==> config.mk <==
export PLATFORM = sky130hd
export DESIGN_NAME = key_event_arbiter_flat
export DESIGN_NICKNAME = d
export VERILOG_FILES = /design/src/rtl/key_event_arbiter_pkg.sv /design/src/rtl/key_event_arbiter_if.sv /design/src/rtl/key_event_arbiter_rr_priority_picker.sv /design/src/rtl/key_event_arbiter.sv /design/src/flat_wrapper.sv
export SDC_FILE = /design/constraint.sdc
export NUM_CORES = 1
export LEC_CHECK = 0
export ABC_AREA = 1
export BUFFER_PORTS_ARGS = -buffer_cell sky130_fd_sc_hd__buf_2
export CAP_MARGIN = 10
export CORE_MARGIN = 2
export CORE_UTILIZATION = 35
export CTS_CLUSTER_SIZE = 12
export DETAILED_ROUTE_END_ITERATION = 10
export HOLD_SLACK_MARGIN = 0.06
export PLACE_DENSITY = 0.62
export SYNTH_ARGS = -nofsm -noshare
export SYNTH_HDL_FRONTEND = slang
export SYNTH_SLANG_ARGS = --single-unit
==> constraint.sdc <==
create_clock -name clk -period 2.9 [get_ports clk]
set_input_delay 0.29 -clock clk [delete_from_list [all_inputs] [get_ports clk]]
set_output_delay 0.29 -clock clk [all_outputs]
set_load 0.02 [all_outputs]
==> src/rtl/key_event_arbiter_pkg.sv <==
// key_event_arbiter_pkg
//   Shared definitions for the key event arbiter: key index constants for the
//   vending keypad, default sizing, FSM state type and a small wrap helper.
//   No ports.
package key_event_arbiter_pkg;

  localparam int NUM_KEYS_DEF = 4;
  localparam int CODE_W_DEF   = 2;

  localparam int KEY_COIN5  = 0;
  localparam int KEY_COIN10 = 1;
  localparam int KEY_SELECT = 2;
  localparam int KEY_CANCEL = 3;

  typedef enum logic {
    ST_IDLE  = 1'b0,
    ST_OFFER = 1'b1
  } arb_state_t;

  // (idx + 1) mod n without a divider
  function automatic int wrap_inc(input int idx, input int n);
    return (idx >= n - 1) ? 0 : idx + 1;
  endfunction

endpackage

==> src/rtl/key_event_arbiter_if.sv <==
// key_event_arbiter_if
//   Valid/ready event stream from the arbiter to the vending controller.
//   evt_valid : event offered
//   evt_code  : key index of the offered event
//   evt_ready : consumer accepts (transfer = evt_valid & evt_ready at clk edge)
//   master = arbiter side, slave = consumer side.
interface key_event_arbiter_if #(
  parameter int CODE_W = 2
) ();
  logic              evt_valid;
  logic [CODE_W-1:0] evt_code;
  logic              evt_ready;

  modport master (output evt_valid, output evt_code, input evt_ready);
  modport slave  (input evt_valid, input evt_code, output evt_ready);
endinterface

==> src/rtl/key_event_arbiter_rr_priority_picker.sv <==
// rr_priority_picker
//   Combinational round-robin picker. Searches req starting at ptr, wrapping
//   modulo NUM_KEYS, and returns the first requesting index.
//   req     : request vector
//   ptr     : search start index
//   gnt_idx : granted index (0 when nothing requests)
//   gnt_any : at least one request present
module rr_priority_picker #(
  parameter int NUM_KEYS = 4,
  parameter int CODE_W   = 2
) (
  input  logic [NUM_KEYS-1:0] req,
  input  logic [CODE_W-1:0]   ptr,
  output logic [CODE_W-1:0]   gnt_idx,
  output logic                gnt_any
);

  logic [CODE_W-1:0] cand;

  // Walk from the farthest offset back to ptr so the nearest request wins.
  always_comb begin
    gnt_idx = '0;
    gnt_any = 1'b0;
    cand    = '0;
    for (int i = NUM_KEYS - 1; i >= 0; i--) begin
      cand = CODE_W'((int'(ptr) + i) % NUM_KEYS);
      if (req[cand]) begin
        gnt_idx = cand;
        gnt_any = 1'b1;
      end
    end
  end

endmodule

==> src/rtl/key_event_arbiter.sv <==
// key_event_arbiter
//   Turns rising edges of debounced key levels into pending events and
//   serialises them round-robin onto one valid/ready stream.
//   clk     : system clock
//   reset   : asynchronous, active-high
//   key_lvl : debounced key levels, synchronous to clk
//   key_en  : per-key enable mask (0 = key ignored, pending event dropped)
//   pend    : pending-event flags not yet loaded into the output register
//   overrun : sticky, a key re-pressed while its event was still pending
//   ovr_clr : clears overrun (a same-cycle new overrun wins)
//   evt     : event stream (master side)
//
//   state | meaning
//   IDLE  | output register empty, evt_valid = 0
//   OFFER | event held in output register, evt_valid = 1
module key_event_arbiter
  import key_event_arbiter_pkg::*;
#(
  parameter int NUM_KEYS = NUM_KEYS_DEF,
  parameter int CODE_W   = CODE_W_DEF
) (
  input  logic                clk,
  input  logic                reset,
  input  logic [NUM_KEYS-1:0] key_lvl,
  input  logic [NUM_KEYS-1:0] key_en,
  output logic [NUM_KEYS-1:0] pend,
  output logic                overrun,
  input  logic                ovr_clr,
  key_event_arbiter_if.master evt
);

  arb_state_t          state, state_nxt;
  logic [NUM_KEYS-1:0] key_prev;
  logic [NUM_KEYS-1:0] set_mask;
  logic [NUM_KEYS-1:0] req;
  logic [NUM_KEYS-1:0] load_mask;
  logic [NUM_KEYS-1:0] pend_nxt;
  logic [CODE_W-1:0]   ptr;
  logic [CODE_W-1:0]   code_q;
  logic [CODE_W-1:0]   gnt_idx;
  logic                gnt_any;
  logic                load;
  logic                ovr_set;

  assign set_mask = key_lvl & ~key_prev & key_en;
  assign ovr_set  = |(set_mask & pend);
  // Disabled keys never get loaded; their pending flag is dropped this edge.
  assign req      = pend & key_en;

  rr_priority_picker #(
    .NUM_KEYS (NUM_KEYS),
    .CODE_W   (CODE_W)
  ) u_picker (
    .req     (req),
    .ptr     (ptr),
    .gnt_idx (gnt_idx),
    .gnt_any (gnt_any)
  );

  always_comb begin
    state_nxt = state;
    load      = 1'b0;
    unique case (state)
      ST_IDLE: begin
        if (gnt_any) begin
          load      = 1'b1;
          state_nxt = ST_OFFER;
        end
      end
      ST_OFFER: begin
        if (evt.evt_ready) begin
          if (gnt_any) begin
            load = 1'b1;
          end else begin
            state_nxt = ST_IDLE;
          end
        end
      end
      default: state_nxt = ST_IDLE;
    endcase
  end

  // A load clears the old flag; a same-edge rise on that key re-sets it.
  always_comb begin
    load_mask = '0;
    if (load) begin
      load_mask[gnt_idx] = 1'b1;
    end
    pend_nxt = (pend & key_en & ~load_mask) | set_mask;
  end

  always_ff @(posedge clk or posedge reset) begin
    if (reset) begin
      state <= ST_IDLE;
    end else begin
      state <= state_nxt;
    end
  end

  // key_prev resets high so a key held through reset release is not an event.
  always_ff @(posedge clk or posedge reset) begin
    if (reset) begin
      key_prev <= '1;
      pend     <= '0;
      overrun  <= 1'b0;
      ptr      <= '0;
      code_q   <= '0;
    end else begin
      key_prev <= key_lvl;
      pend     <= pend_nxt;
      if (ovr_set) begin
        overrun <= 1'b1;
      end else if (ovr_clr) begin
        overrun <= 1'b0;
      end
      if (load) begin
        code_q <= gnt_idx;
        ptr    <= CODE_W'(wrap_inc(int'(gnt_idx), NUM_KEYS));
      end
    end
  end

  assign evt.evt_valid = (state == ST_OFFER);
  assign evt.evt_code  = code_q;

endmodule

==> src/flat_wrapper.sv <==
// flat-port wrapper written by rule: the top's interface ports become plain ports
module key_event_arbiter_flat import key_event_arbiter_pkg::*;
#(
  parameter int NUM_KEYS = NUM_KEYS_DEF,
  parameter int CODE_W   = CODE_W_DEF
)
  (clk, reset, key_lvl, key_en, pend, overrun, ovr_clr, evt_evt_valid, evt_evt_code, evt_evt_ready);
  key_event_arbiter_if #(.CODE_W(CODE_W)) evt_i ();
  input  logic clk;
  input  logic reset;
  input  logic [NUM_KEYS-1:0] key_lvl;
  input  logic [NUM_KEYS-1:0] key_en;
  output logic [NUM_KEYS-1:0] pend;
  output logic overrun;
  input  logic ovr_clr;
  output wire logic [$bits(evt_i.evt_valid)-1:0] evt_evt_valid;
  output wire logic [$bits(evt_i.evt_code)-1:0] evt_evt_code;
  input wire logic [$bits(evt_i.evt_ready)-1:0] evt_evt_ready;
  assign evt_evt_valid = evt_i.evt_valid;
  assign evt_evt_code = evt_i.evt_code;
  assign evt_i.evt_ready = evt_evt_ready;
  key_event_arbiter #(.NUM_KEYS(NUM_KEYS), .CODE_W(CODE_W)) u_core (.clk(clk), .reset(reset), .key_lvl(key_lvl), .key_en(key_en), .pend(pend), .overrun(overrun), .ovr_clr(ovr_clr), .evt(evt_i));
endmodule
Word level (Yosys, flattened, before mapping)

Index checks and enable logic that the tools add are counted.
Widths: inputs -> output; s select.

Memory bits (writable): 0
Bits of input ports: 12
Memories kept: 0
Bits in read-only memories: 0
Register bits: 14
Bits in latches: 0

Divide/modulo/power cells: 0
Shift-type cells: 0
Reduce and logical (&&, ||, !) cells: 3
$add $sub $neg: 4
Equality and inequality tests: 0
$mul: 0
Mux-type cells: 27
Magnitude comparators: 7
Bitwise logic cells: 9

Operator list:

| kind                | number |
|---|---|
| $and 4x4->4         | 5 |
| $lt 2x3->1 const B  | 5 |
| $mux 1              | 14 |
| $mux 2              | 5 |
| $bmux 1 s2          | 4 |
| $not 4->4           | 2 |
| $add 2x1->2 const B | 2 |
| $add 2x2->2 const B | 2 |
| $mux 4              | 1 |
| $or 4x4->4          | 1 |
| $pmux 1 s2          | 2 |
| $reduce_or 4->1     | 1 |
| $demux 1 s2         | 1 |
| $ge 2x1->1 const B  | 1 |
| $ge 2x2->1 const B  | 1 |
| $reduce_bool 2->1   | 1 |
| $logic_and 1x1->1   | 1 |
| $not 1->1           | 1 |

Longest topological paths before layout

Gate-level depths: netlist of the first run.

Depth after elaboration: 15
Depth in mapped cells: 16
Gate-level depth less buffers: 15

Hierarchy

From an unflattened synthesis of the first run, not the netlist that was laid out.

Cell total of the unflattened synthesis: 121
Area, all modules: 913.4 um^2

Modules (own cells, without submodules):

| module             | times used | cells each | area an instance (um^2) |
|---|---|---|---|
| key_event_arbiter  | 1          | 77         | 698.2 |
| rr_priority_picker | 1          | 44         | 215.2 |

Worst setup path after synthesis of the first run

OpenSTA, ideal clock, no wires.

Path kind: register to register
Start: reg u_core.pend[2]
End: reg u_core.ptr[1]
Slack: 1180 ps
Arrival time: 1597 ps
Cell stages (with the launch flop): 13
Buffers on the path: 0
Data required time: 2777 ps
Clock period less this slack: 1720 ps
Cell sequence: dfrtp_1 -> nand2_1 -> nand2_4 -> nand3_1 -> nand2_1 -> inv_1 -> nand2_1 -> nand3_1 -> nand2_1 -> inv_1 -> ha_1 -> nand2_1 -> o21ai_1

RTL lines:

| what                                             | RTL line                                   | text |
|---|---|---|
| start: declaration                               | key_event_arbiter.sv:26                    | `output logic [NUM_KEYS-1:0] pend,` |
| start signal: assignment                         | key_event_arbiter.sv:110                   | `pend <= pend_nxt;` |
| $and 4x4->4 *                                    | key_event_arbiter.sv:48                    | `assign req = pend & key_en;` |
| $bmux 1 s2                                       | key_event_arbiter_rr_priority_picker.sv:27 | `if (req[cand]) begin` |
| $mux 1 (not written as such)                     | key_event_arbiter_rr_priority_picker.sv:27 |  |
| $mux 2 (3 in series)                             | key_event_arbiter_rr_priority_picker.sv:27 |  |
| $mux 2 *                                         | key_event_arbiter_rr_priority_picker.sv:27 |  |
| named net u_core.gnt_idx[0]                      | key_event_arbiter.sv:40                    | `logic [CODE_W-1:0] gnt_idx;` |
| $add 2x1->2 / $ge 2x2->1 (equally long branches) | key_event_arbiter_pkg.sv:22                | `return (idx >= n - 1) ? 0 : idx + 1;` |
| $mux 2 *                                         | key_event_arbiter_pkg.sv:22                |  |
| end signal: assignment                           | key_event_arbiter.sv:118                   | `ptr <= CODE_W'(wrap_inc(int'(gnt_idx), NUM_KEYS));` |
| end: declaration                                 | key_event_arbiter.sv:38                    | `logic [CODE_W-1:0] ptr;` |

Mark *: on every way through the listed nets, which the timed path passes. The rest lies on a longest branch. The select of a mux whose other input is x is not followed.
A chain may end at the register's enable or synchronous reset.

Worst setup path after layout of the first run

Start: reg u_core.ptr[0]
End: reg u_core.ptr[1]

RTL lines:

| what                                             | RTL line                                   | text |
|---|---|---|
| $add 2x2->2                                      | key_event_arbiter_rr_priority_picker.sv:26 | `cand = CODE_W'((int'(ptr) + i) % NUM_KEYS);` |
| $bmux 1 s2                                       | key_event_arbiter_rr_priority_picker.sv:27 |  |
| $mux 1 (not written as such)                     | key_event_arbiter_rr_priority_picker.sv:27 |  |
| $mux 2 (3 in series)                             | key_event_arbiter_rr_priority_picker.sv:27 |  |
| $mux 2 *                                         | key_event_arbiter_rr_priority_picker.sv:27 |  |
| named net u_core.gnt_idx[0]                      | key_event_arbiter.sv:40                    |  |
| $add 2x1->2 / $ge 2x2->1 (equally long branches) | key_event_arbiter_pkg.sv:22                |  |
| $mux 2 *                                         | key_event_arbiter_pkg.sv:22                |  |

Marked as above.

==> results of run 1 <==
[cell usage after synthesis]
cell type,instances
nand2_1,46
inv_1,18
nand3_1,13
dfrtp_1,10
nand2_2,6
dfstp_2,4
ha_1,4
nand3b_1,4
nor2_1,4
nor2_2,2
o21ai_0,2
o21ai_1,2
o22ai_1,2
a21oi_1,1
buf_6,1
inv_2,1
inv_6,1
nand2_4,1
nand3_2,1
o21bai_1,1
[how the worst max path moves through the flow]
stage               slack [ps]                         to                 startpoint  cells past startpoint
finish                    1010  u_core.ptr[1]$_DFFE_PP0P_  u_core.ptr[0]$_DFFE_PP0P_                     14
global route               770   u_core.pend[0]$_DFF_PP0_  u_core.ptr[0]$_DFFE_PP0P_                     12
CTS                       1020  u_core.ptr[1]$_DFFE_PP0P_  u_core.ptr[0]$_DFFE_PP0P_                     14
detailed placement        1020  u_core.ptr[1]$_DFFE_PP0P_  u_core.ptr[0]$_DFFE_PP0P_                     14
global placement          1080  u_core.ptr[1]$_DFFE_PP0P_  u_core.ptr[0]$_DFFE_PP0P_                     14
floorplan                 1180  u_core.ptr[1]$_DFFE_PP0P_   u_core.pend[2]$_DFF_PP0_                     12
[power breakdown]
part / switching, mW / internal (mW) / total (mW) / leakage, nW
clock: 0.0666 / 0.0535 / 0.120 / 0.0150
combinational: 0.435 / 0.221 / 0.657 / 0.442
sequential: 0.0468 / 0.245 / 0.292 / 0.167
[cells by family after synthesis]
logic type	Yosys count
simple gates	77
buf+inv	21
flops	14
compound gates	8
fa+ha+maj	4
[registers in the layout (all words and copies together) (netlist names)]
register,count
u_core.evt.evt_valid,1
u_core.overrun,1
u_core.pend,4
u_core.key_prev,4
u_core.evt.evt_code,2
u_core.ptr,2
[per-layer routing]
| layer | wire, µm | track usage | vias up |
|---|---|---|---|
| met5 | 0 | 0 | - |
| met4 | 99 | 0.1292 | 0 |
| met3 | 64 | 0.02459 | 9 |
| met2 | 890 | 0.2401 | 22 |
| met1 | 837 | 0.2058 | 377 |
| li1 | - | - | 431 |
[area by class of cell]
class / count / share of cell area
timing repair buffer: 20 / 0.09976
multi-input combinational: 89 / 0.4264
tap: 30 / 0.03563
inverter: 20 / 0.07601
clock buffer: 4 / 0.02494
sequential: 14 / 0.3373
[repair_timing]
| action | 4_1_cts | 5_1_grt |
|---|---|---|
| hold buffers | 1 | 0 |
| setup endpoints to repair | 0 | 0 |
| endpoints found under the hold margin | 10 | 0 |
[stage by stage]
stage	util	power [mW]	setup slack [ps]	instances	hold WS (ps)
2_1_floorplan	-	0.8166	1180	124	176.4
3_3_place_gp	0.4144	0.9358	1081	172	345.4
3_5_place_dp	0.4144	0.9526	1021	172	359.5
4_1_cts	0.4292	1.077	1015	177	91.90
5_1_grt	0.4292	1.209	769.8	177	88.98
6_report	0.4292	1.069	1009	177	100.1
==> summary.md, run 1 <==
| Metric | Value |
|---|---|
| Syn. warnings | `0` |
| Reg2reg start | `u_core.ptr[0]$_DFFE_PP0P_` |
| Routed Antenna Nets | `0` |
| Synthesized Nets | `140` |
| Initial drt markers | `11` |
| Post-synthesis sequential area ratio | `0.3966` |
| Clk pin slew, worst setup/hold paths | `90 ps` |
| Clock buffer depth | `2` |
| Crit path max-delay family | `simple AND/OR/NAND/NOR gates` |
| Post_cts resized | `0` |
| CP Cell Sequence | `inv_6, nand2_2, nand2_2, inv_2, nand2_2, nand2_1, nand2_1, nand2_1, nand2_1, nand2_1, inv_1, ha_1, nand2_1, o21ai_1` |
| Synthesized netlist cell count | `124` |
| Final net count | `164` |
| P_leak | `0.6243 nW` |
| DR vias/cell | `4.740` |
| Clock Sinks | `14` |
| RSZ-0062 raised after global routing | `no` |
| Xor/xnor share of the synthesized area | `0` |
| H-tree lvl count | `1` |
| Multi-input gate area in the final layout | `449.2 µm²` |
| Routed via count | `839` |
| Worst Hold End | `u_core.key_prev[2]$_DFF_PP1_` |
| Cell variety after synth | `20` |
| Post-Syn Area per Cell | `7.225 µm²` |
| DR pass1 iterations | `4` |
| Detailed placement HPWL | `1.551 mm` |
| CP Class | `reg2reg` |
| Slew HR | `0.6494` |
| Main combinational cell family by area after synthesis | `simple AND/OR/NAND/NOR gates` |
| Commonest non-fill, non-tap cell in the layout | `nand2_1` |
| Clk_skew | `7.711 ps` |
| Worst Tran Pin Value | `525.3 ps` |
| Vias in the first global route | `789` |
| Chip height | `54.59 µm` |
| First-pass GRT wire length | `3.332 mm` |
| Row cnt | `18` |
| Mean routed wirelength per cell | `10.68 µm` |
| Yosys top cell area share | `0.2793` |
| Peak supply drop | `0.5343 mV` |
| Area leader, netlist | `dfrtp_1` |
| Area delta synth->final | `17.60%` |
| Min cycle time layout | `1891 ps` |
| Diodes inserted | `0` |
| WP data required | `3080 ps` |
| Crit path buffers/inverters | `3` |
| Fin crit share | `0.6521` |
| Crit path max-delay cell type | `dfrtp_1` |
| Total GRT Usage | `0.1614` |
| Post-synthesis register bit count | `14` |
| GR Overflow Total | `0` |
| Adder-cell share of the synthesized area | `0.05587` |
| Core ar. | `2455 µm²` |
| Die area | `2980 µm²` |
| Compound-gate portion of the synthesized area | `0.05028` |
| Status | `completed` |
| Worst Reg-to-Reg Cells | `14` |
| Max Cap Viol | `0` |
| CTS buffer count | `3` |
| Fillers | `253` |
| Crit start category | `flip-flop` |
| Most frequent cells in the layout | `nand2_1 (46), buf_2 (19), inv_1 (18), nand3_1 (13), dfrtp_1 (10)` |
| Slew Limit Fails | `0` |
| Starting Density | `0.3649` |
| Crit path DAT | `2070 ps` |
| Synth Cell Area | `895.9 µm²` |
| Root buffer cell | `clkbuf_4` |
| Hold Violations, Final | `0` |
| Post-Route WL | `1.890 mm` |
| Reg-to-Reg End | `u_core.ptr[1]$_DFFE_PP0P_` |
| CTS tree | `built` |
| Reg-to-reg slack, setup | `1010 ps` |
| Hold path startpoint | `key_lvl[2]` |
| Die W | `54.59 µm` |
| Hold path cells | `1` |
| Share of cells above drive strength 1 | `0.2585` |
| Nature of the critical path endpoint | `flip-flop` |
| Port buffer count | `19` |
| Post-CTS setup buffer count | `0` |
| Fmax | `0.5288 GHz` |
| Cell mode on critical path | `nand2_1` |
| Ports | `20` |
| Pwr per Cell Area | `1014 nW/µm²` |
| Hold crit path type | `in2reg` |
| Critical Path Fanout Max | `9` |
| FF+latch area | `355.3 µm²` |
| Largest net degree at the start of global routing | `15` |
| TNS Setup | `0 ps` |
| Area after DPL | `1017 µm²` |
| Synth Area in Simple Gates | `0.3953` |
| Drc violations | `0` |
| Routability cong. | `0.9013` |
| Setup violators final | `0` |
| Initial antenna violation count | `0` |
| Design Area, Final | `1054 µm²` |
| Worst-Skew Late Latency | `290 ps` |
| Multiplexer share of the synthesized area | `0` |
| Worst path max stage delay | `560 ps` |
| Top post-synthesis cells by area | `dfrtp_1 (28%), nand2_1 (19%), dfstp_2 (12%)` |
No activity file was read; power rests on OpenSTA's default activity.
==> run 2: changes to the inputs <==
clock period = 1.8 ns   (was 2.9 ns; I/O delays follow)
==> summary.md, run 2 (synthesis gave the netlist of run 1 again) <==
| Metric | Value |
|---|---|
| Status | `complete, but fails checks` |
| Failing checks | `negative setup slack` |
| Area delta synth->final | `41.90%` |
| Reg-to-reg slack, setup | `-5 ps (-1010 ps)` |
| Vias in the first global route | `838 (+6.2%)` |
| DR vias/cell | `4.786 (+0.98%)` |
| CP Class | `reg2reg` |
| Routed wl met2 | `1.115 mm (+25%)` |
| Routed Antenna Nets | `0 (unchanged)` |
| Clk_skew | `3.608 ps (-4.103 ps)` |
| Reg2reg start | `u_core.ptr[0]$_DFFE_PP0P_` |
| Slew Limit Fails | `0 (unchanged)` |
| Hold Violations, Final | `0 (unchanged)` |
| Starting Density | `0.3649 (unchanged)` |
| Die W | `54.59 µm (unchanged)` |
| Total GRT Usage | `0.1537 (-0.007687)` |
| Initial antenna violation count | `0 (unchanged)` |
| Area after DPL | `1047 µm² (+3.0%)` |
| DR pass1 iterations | `4 (unchanged)` |
| Final net count | `179 (+9.1%)` |
| Crit path DAT | `2030 ps (-40 ps)` |
| DR WL met3 | `69 µm (+7.8%)` |
| Top layer reached by signal wires | `met4` |
| Crit start category | `flip-flop` |
| Die area | `2980 µm² (unchanged)` |
| Critical Path End | `u_core.pend[2]$_DFF_PP0_` |
| Final total power | `2.254 mW (+110%)` |
| Drc violations | `0 (unchanged)` |
| GR Overflow Total | `0 (unchanged)` |
| Routed via count | `919 (+9.5%)` |
| Min cycle time layout | `1805 ps (-86.50 ps)` |
| Detailed placement HPWL | `1.547 mm (-0.27%)` |
| Share of cells above drive strength 1 | `0.4259 (+0.1674)` |
| First-pass GRT wire length | `3.291 mm (-1.2%)` |
| Most frequent cells in the layout | `nand2_1 (35), buf_2 (19), inv_1 (15), nand2_2 (14), nand3_1 (10)` |
| Mean routed wirelength per cell | `11.13 µm (+4.2%)` |
| Worst Reg-to-Reg Cells | `15 (+1)` |
| Reg-to-Reg End | `u_core.pend[2]$_DFF_PP0_` |
| Row cnt | `18 (unchanged)` |
| Chip height | `54.59 µm (unchanged)` |
| Peak supply drop | `1.019 mV (+91%)` |
| Setup slack after layout | `-4.728 ps (-1013 ps)` |
| Initial drt markers | `18 (+7)` |
| Biggest regs | `u_core.key_prev x4, u_core.pend x4` |
| DP Worst Slack | `-42.30 ps (-1064 ps)` |
| Routed length on met1 | `897 µm (+7.2%)` |
| Largest net degree at the start of global routing | `15 (unchanged)` |
| Pwr per Cell Area | `1773 nW/µm² (+75%)` |
| Max Cap Viol | `0 (unchanged)` |
| Worst-Skew Late Latency | `280 ps (about the same)` |
| WP data required | `2020 ps (-1060 ps)` |
| Root buffer cell | `clkbuf_4` |
| P_leak | `0.7206 nW (+15%)` |
| Worst Tran Pin Value | `541.9 ps (+16.55 ps)` |
| Post-Route WL | `2.136 mm (+13%)` |
| Core ar. | `2455 µm² (unchanged)` |
| Diodes inserted | `0 (unchanged)` |
| Critical path origin | `u_core.ptr[0]$_DFFE_PP0P_` |
| Nature of the critical path endpoint | `flip-flop` |
| Slew HR | `0.6384 (-0.01105)` |
| Final hold slack | `79.56 ps (-20.52 ps)` |
| Routability cong. | `0.8525 (-5.4%)` |
| Port buffer count | `19 (unchanged)` |
| RSZ-0062 raised after global routing | `yes` |
| Fin crit share | `1.003 (+0.3505)` |
| Fmax | `0.5541 GHz (+4.8%)` |
| Clock Sinks | `14 (unchanged)` |
| Design Area, Final | `1271 µm² (+21%)` |
| Setup violators final | `1 (+1)` |
| Ports | `20 (unchanged)` |
| Hold crit path type | `in2reg` |
| CTS buffer count | `3 (unchanged)` |
| Clk pin slew, worst setup/hold paths | `80 ps (about the same)` |
| Critical Path Fanout Max | `6 (-3)` |
| H-tree lvl count | `1 (unchanged)` |
| CTS tree | `built` |
| Clock buffer depth | `2 (unchanged)` |
| Final Util | `0.5178 (+0.08869)` |
| Commonest non-fill, non-tap cell in the layout | `nand2_1` |
[run 2: per-stage QoR]
step,TNS (ps),instances
floorplan,0,124
global placement,0,176
detailed placement,-107.7,176
CTS,0,188
global route,-483.3,192
finish,-4.728,192
[run 2: critical path: stages, from the launching register on]
cell and delay, ps:
dfrtp_2 460, clkinv_4 100, buf_12 140, nand2_4 70
nand3_2 70, nand2_1 70, inv_1 50, nand2_2 80
nand2_2 60, nand2_2 90, nand2_4 70, buf_6 110
ha_1 180, nand3_1 80, nand2_1 50, nand2_1 50
[run 2: area by class of cell]
class | count | area (µm²)
Multi-Input combinational cell | 89 | 510.5
Timing Repair Buffer | 35 | 247.7
Sequential cell | 14 | 356.6
Clock buffer | 4 | 36.28
Tap cell | 30 | 37.54
Inverter | 20 | 82.58
Fill cell | 223 | 1184
[run 2: worst min-delay path by stage]
stage                        from                                  to  slack [ps]  depth (start not counted)
final                     ovr_clr          u_core.overrun$_DFFE_PP0P_          80                          2
after global routing      ovr_clr          u_core.overrun$_DFFE_PP0P_         100                          2
after CTS                 ovr_clr          u_core.overrun$_DFFE_PP0P_          80                          2
after detailed placement    reset          u_core.overrun$_DFFE_PP0P_         260                          2
after global placement      reset          u_core.overrun$_DFFE_PP0P_         240                          2
after floorplan             reset  u_core.evt.evt_code[0]$_DFFE_PP0P_          70                          1
[run 2: power by group]
part	internal (mW)	switching, mW	leakage, nW
sequential	0.398	0.0726	0.166
clock	0.123	0.102	0.0210
combinational	0.665	0.893	0.534
total	1.19	1.07	0.721
[run 2: timing repair]
action,4_1_cts,5_1_grt
pin swaps,1,9
setup buffers,3,4
endpoints found under the hold margin,14,0
hold buffers,5,0
gates resized for setup,3,24
endpoints found under the setup margin,5,5
[run 2: layer usage]
layer / vias up / track usage
met4: 0 / 0.07500
li1: 461 / -
met1: 430 / 0.1757
met2: 21 / 0.2798
met3: 7 / 0.01639
met5: - / 0
